File: config.mk
export PLATFORM = sky130hd
export DESIGN_NAME = serial_subtractor
export DESIGN_NICKNAME = d
export VERILOG_FILES = /design/src/rtl/serial_subtractor.sv
export SDC_FILE = /design/constraint.sdc
export NUM_CORES = 1
export LEC_CHECK = 0
export BUFFER_PORTS_ARGS = -buffer_cell sky130_fd_sc_hd__buf_2
export CORE_UTILIZATION = 50
export CTS_BUF_LIST = sky130_fd_sc_hd__clkbuf_4 sky130_fd_sc_hd__clkbuf_8 sky130_fd_sc_hd__clkbuf_16
export DETAILED_ROUTE_END_ITERATION = 10
export GPL_ROUTABILITY_DRIVEN = 0
export PLACE_DENSITY = 0.7
export SLEW_MARGIN = 10
export SYNTH_ARGS = -nofsm -noshare
export SYNTH_HDL_FRONTEND = slang
export SYNTH_SLANG_ARGS = --single-unit
File: constraint.sdc
create_clock -name clk -period 1.7 [get_ports clk]
set_input_delay 0.085 -clock clk [delete_from_list [all_inputs] [get_ports clk]]
set_output_delay 0.085 -clock clk [all_outputs]
set_load 0.01 [all_outputs]
File: src/rtl/serial_subtractor.sv
// Bit-serial two's-complement subtractor: diff = a - b, one bit per clock, LSB first.
// Optional signed-overflow output is enabled by defining SERIAL_SUB_OVF_EN.
module serial_subtractor #(
    parameter int WIDTH = 8
) (
    input  logic             clk,
    input  logic             rst,
    input  logic             start,
    input  logic [WIDTH-1:0] a,
    input  logic [WIDTH-1:0] b,
    output logic             busy,
    output logic             done,
    output logic [WIDTH-1:0] diff,
`ifdef SERIAL_SUB_OVF_EN
    output logic             overflow,
`endif
    output logic             borrow_out
);

    localparam int CW = (WIDTH > 1) ? $clog2(WIDTH) : 1;
    localparam logic [CW-1:0] LAST = CW'(WIDTH - 1);

    typedef enum logic [1:0] {IDLE, SHIFT, DONE} state_t;

    state_t           state_q, state_d;
    logic [WIDTH-1:0] sa_q, sa_d;
    logic [WIDTH-1:0] sb_q, sb_d;
    logic [WIDTH-1:0] r_q, r_d;
    logic [CW-1:0]    count_q, count_d;
    logic             bq_q, bq_d;
    logic [WIDTH-1:0] diff_q, diff_d;
    logic             borrow_q, borrow_d;
    logic             d_bit, bn;
    logic [WIDTH-1:0] r_shift;
`ifdef SERIAL_SUB_OVF_EN
    logic             a_msb_q, a_msb_d;
    logic             b_msb_q, b_msb_d;
    logic             ovf_q, ovf_d;
`endif

    always_comb begin
        state_d  = state_q;
        sa_d     = sa_q;
        sb_d     = sb_q;
        r_d      = r_q;
        count_d  = count_q;
        bq_d     = bq_q;
        diff_d   = diff_q;
        borrow_d = borrow_q;
`ifdef SERIAL_SUB_OVF_EN
        a_msb_d  = a_msb_q;
        b_msb_d  = b_msb_q;
        ovf_d    = ovf_q;
`endif
        // Single full-subtractor cell operating on the current LSBs.
        d_bit   = sa_q[0] ^ sb_q[0] ^ bq_q;
        bn      = (~sa_q[0] & sb_q[0]) | (~(sa_q[0] ^ sb_q[0]) & bq_q);
        r_shift = {d_bit, r_q[WIDTH-1:1]};

        case (state_q)
            IDLE: begin
                if (start) begin
                    sa_d    = a;
                    sb_d    = b;
                    bq_d    = 1'b0;
                    count_d = '0;
                    state_d = SHIFT;
`ifdef SERIAL_SUB_OVF_EN
                    a_msb_d = a[WIDTH-1];
                    b_msb_d = b[WIDTH-1];
`endif
                end
            end
            SHIFT: begin
                sa_d    = sa_q >> 1;
                sb_d    = sb_q >> 1;
                r_d     = r_shift;
                bq_d    = bn;
                count_d = count_q + CW'(1);
                if (count_q == LAST) begin
                    diff_d   = r_shift;
                    borrow_d = bn;
                    state_d  = DONE;
`ifdef SERIAL_SUB_OVF_EN
                    // Overflow when operand signs differ and the result sign differs from a.
                    ovf_d = (a_msb_q ^ b_msb_q) & (a_msb_q ^ d_bit);
`endif
                end
            end
            DONE:    state_d = IDLE;
            default: state_d = IDLE;
        endcase
    end

    always_ff @(posedge clk or posedge rst) begin
        if (rst) begin
            state_q  <= IDLE;
            sa_q     <= '0;
            sb_q     <= '0;
            r_q      <= '0;
            count_q  <= '0;
            bq_q     <= 1'b0;
            diff_q   <= '0;
            borrow_q <= 1'b0;
`ifdef SERIAL_SUB_OVF_EN
            a_msb_q  <= 1'b0;
            b_msb_q  <= 1'b0;
            ovf_q    <= 1'b0;
`endif
        end else begin
            state_q  <= state_d;
            sa_q     <= sa_d;
            sb_q     <= sb_d;
            r_q      <= r_d;
            count_q  <= count_d;
            bq_q     <= bq_d;
            diff_q   <= diff_d;
            borrow_q <= borrow_d;
`ifdef SERIAL_SUB_OVF_EN
            a_msb_q  <= a_msb_d;
            b_msb_q  <= b_msb_d;
            ovf_q    <= ovf_d;
`endif
        end
    end

    assign busy       = (state_q == SHIFT);
    assign done       = (state_q == DONE);
    assign diff       = diff_q;
    assign borrow_out = borrow_q;
`ifdef SERIAL_SUB_OVF_EN
    assign overflow   = ovf_q;
`endif

endmodule

==> impl_results.md <==
- RSZ-0062 raised after global routing: false
- Final nets: 195
- Avg Vias per Cell: 5.22
- Critical Path End Type: output pin
- Clk slew on worst S/H paths: 70 ps
- Clock root buffer: clkbuf_8
- Area growth syn-to-layout: 12.6%
- Syn nets: 166
- CTS Sinks: 38
- Initial antenna violation count: 0
- Max VDD drop: 615 uV
- Worst Setup Path Type: flip-flop to output pin
- Initial Util: 53.9%
- Cells after Synth: 144
- Cell breakdown of the critical path: nor2b_4 -> buf_2
- Largest net degree at the start of global routing: 39
- Max Clock Skew: 4.91 ps
- Total CTS buffers: 5
- CTS H-Tree Depth: 2
- Worst-margin pin slew: 481 ps
- Syn Area/Cell: 12.9 um2
- TNS Setup: 0 ps
- Ports: 30
- DP Wirelength: 2.16 mm
- Seq pwr share: 43.5%
- Comb pwr share: 40.3%
- Mapped cell area: 1850 um2
- Tot GR Track Use: 18.1%
- PD cells: 1790 nW/um2
- Cell family with most CP delay: flip-flops
- Leakage: 1.01 nW
- Period minus WS final: 1500 ps
- TritonCTS clock tree: built
- Drt initial violations: 57
- Vias in the first global route: 1195
- Netlist cell types: 20
- CTS Buffer Depth: 2
- Slowest cell on crit path: dfrtp_1
- Remaining DRCs: 0
- Post-CTS setup buffer count: 0
- Hold/Removal Path Class: primary input to flip-flop
- Die X: 62.9 um
- CP peak stage delay: 520 ps
- Required @ worst endpoint: 1620 ps
- Max-cap violations: 0
- Post-route ant nets: 0
- Row count: 21
- Warning count from the yosys run: 0
- Ant diodes: 0
- Layout cells sized above 1: 35.3%
- Post-synthesis sequential area ratio: 51.3%
- Critical path buffer and inverter count: 1
- Normalized max-slew margin: 67.9%
- #FFs+latches synth: 38
- Clock power share: 16.2%
- Critical Path Fanout Max: 12
- Status: completed
- Final wirelength: 3.13 mm
- # setup viols final: 0
- Skew-Pair Late Insertion Delay: 280 ps
- Fin. max-slew vios: 0
- Final hold violation count: 0
- # resized after CTS: 0
- Gr ovfl total: 0
- Max Freq: 0.666 GHz
- First-pass GRT wire length: 5.49 mm
- Drt wl/cell: 14.3 um
- I/O Buffers: 29
- Die Ht: 62.9 um
- Die area: 3960 um2
- Switch Pwr: 1.24 mW
- Tcrit/Tclk final: 88.3%
- Arrival time at the worst endpoint: 1420 ps
- Via Count: 1144
- Core outline area: 3440 um2
- Drt pass-1 iters: 4
- Total power: 3.73 mW
- Internal power: 2.49 mW
- Sw frac: 33.2%
- Crit start category: flip-flop
-- path summary, 6_finish.rpt --
kind	start	end	slack, ps	cells past startpoint
max	state_q[0]	busy	200	2
min	b[7]	sb_q[7]	20	2
max reg2reg	count_q[0]	borrow_out	250	4
min reg2reg	bq_q	bq_q	500	1
max in group asynchronous	rst	diff[4]	910	4
min in group asynchronous	rst	diff[6]	450	4
-- cell usage in the layout (no fill, tap or decap), drive strengths merged --
cell	Yosys	layout
nor2b	2	2
a21oi	1	1
o21bai	1	1
inv	18	18
a22o	5	5
fa	1	1
nor3b	15	15
ha	2	2
mux2	17	17
nor4b	14	14
buf	11	34
dfrtp	38	38
nand3b	1	1
nand2b	2	2
clkbuf	2	7
a211oi	14	14
dlygate4sd3	0	1
-- synth_stat cells (all sizes together) --
master | number | area, um2
inv | 18 | 67.6
a211oi | 14 | 105
ha | 2 | 25.0
a21oi | 1 | 5.00
nand3b | 1 | 20.0
a22o | 5 | 43.8
nor3b | 15 | 113
clkbuf | 2 | 8.75
buf | 11 | 92.6
dfrtp | 38 | 951
fa | 1 | 20.0
nor4b | 14 | 123
mux2 | 17 | 229
nor2b | 2 | 20.0
o21bai | 1 | 18.8
nand2b | 2 | 12.5
-- registers in the layout (all words and copies together) (netlist names) --
name        count
borrow_out      1
state_q         2
count_q         3
sb_q            8
diff            8
r_q             7
bq_q            1
sa_q            8
-- cell type report --
type                    instances  area, um2
fillers                       301       1360
flip-flops and latches         38        951
multi-input cells              75        734
repair buffers                 35        193
clock buffers                   7       83.8
inverters                      18       67.6
well taps                      46       57.6
-- worst reg2reg max path, delay by kind of cell, from the launching register on --
kind | cells | cell delay [ps]
fa+ha+maj | 2 | 420
flops | 1 | 390
mux | 1 | 330
simple gates | 1 | 190
-- power groups by stage --
stage	combinational [mW]	clock, mW	sequential, mW
final	1.50	0.603	1.62
after global routing	1.67	0.662	1.69
after CTS	1.53	0.619	1.63
after detailed placement	1.52	0	1.65
after global placement	1.46	0	1.62
after floorplan	1.24	0	1.60
-- through the flow --
stage                     util, %  area [um2]  hold slack (ps)  std cells  worst slack [ps]
after floorplan                 -        1850              218        144               284
after detailed placement     57.9        1990              226        211               249
after CTS                    60.6        2090             10.5        219               170
final                        60.6        2090             15.9        219               199
after global routing         60.6        2090             11.9        219               114
after global placement       57.9        1990              213        211               300
-- cells by family (layout without fill, tap and decap cells) --
family                     after synthesis  after routing  synth area share (%)
DFF                                     38             38                  51.3
and+or+nand+nor                         34             34                  15.5
buffers and inverters                   31             60                  9.11
AOI/OAI and AO/OA                       21             21                  9.31
muxes                                   17             17                  12.3
adders and majority gates                3              3                  2.43
-- metal layers --
metal	wire length, um	GRT usage (%)	vias up
met1	1500	22.7	550
met2	1450	29.4	25
met5	0	0	-
met4	42	6.98	0
met3	138	5.11	6
li1	-	-	563
-- repair_timing --
action	CTS	global route
setup endpoints to repair	0	0
hold buffers	1	0
hold endpoints to repair	38	0
No activity file was read; power rests on OpenSTA's default activity.
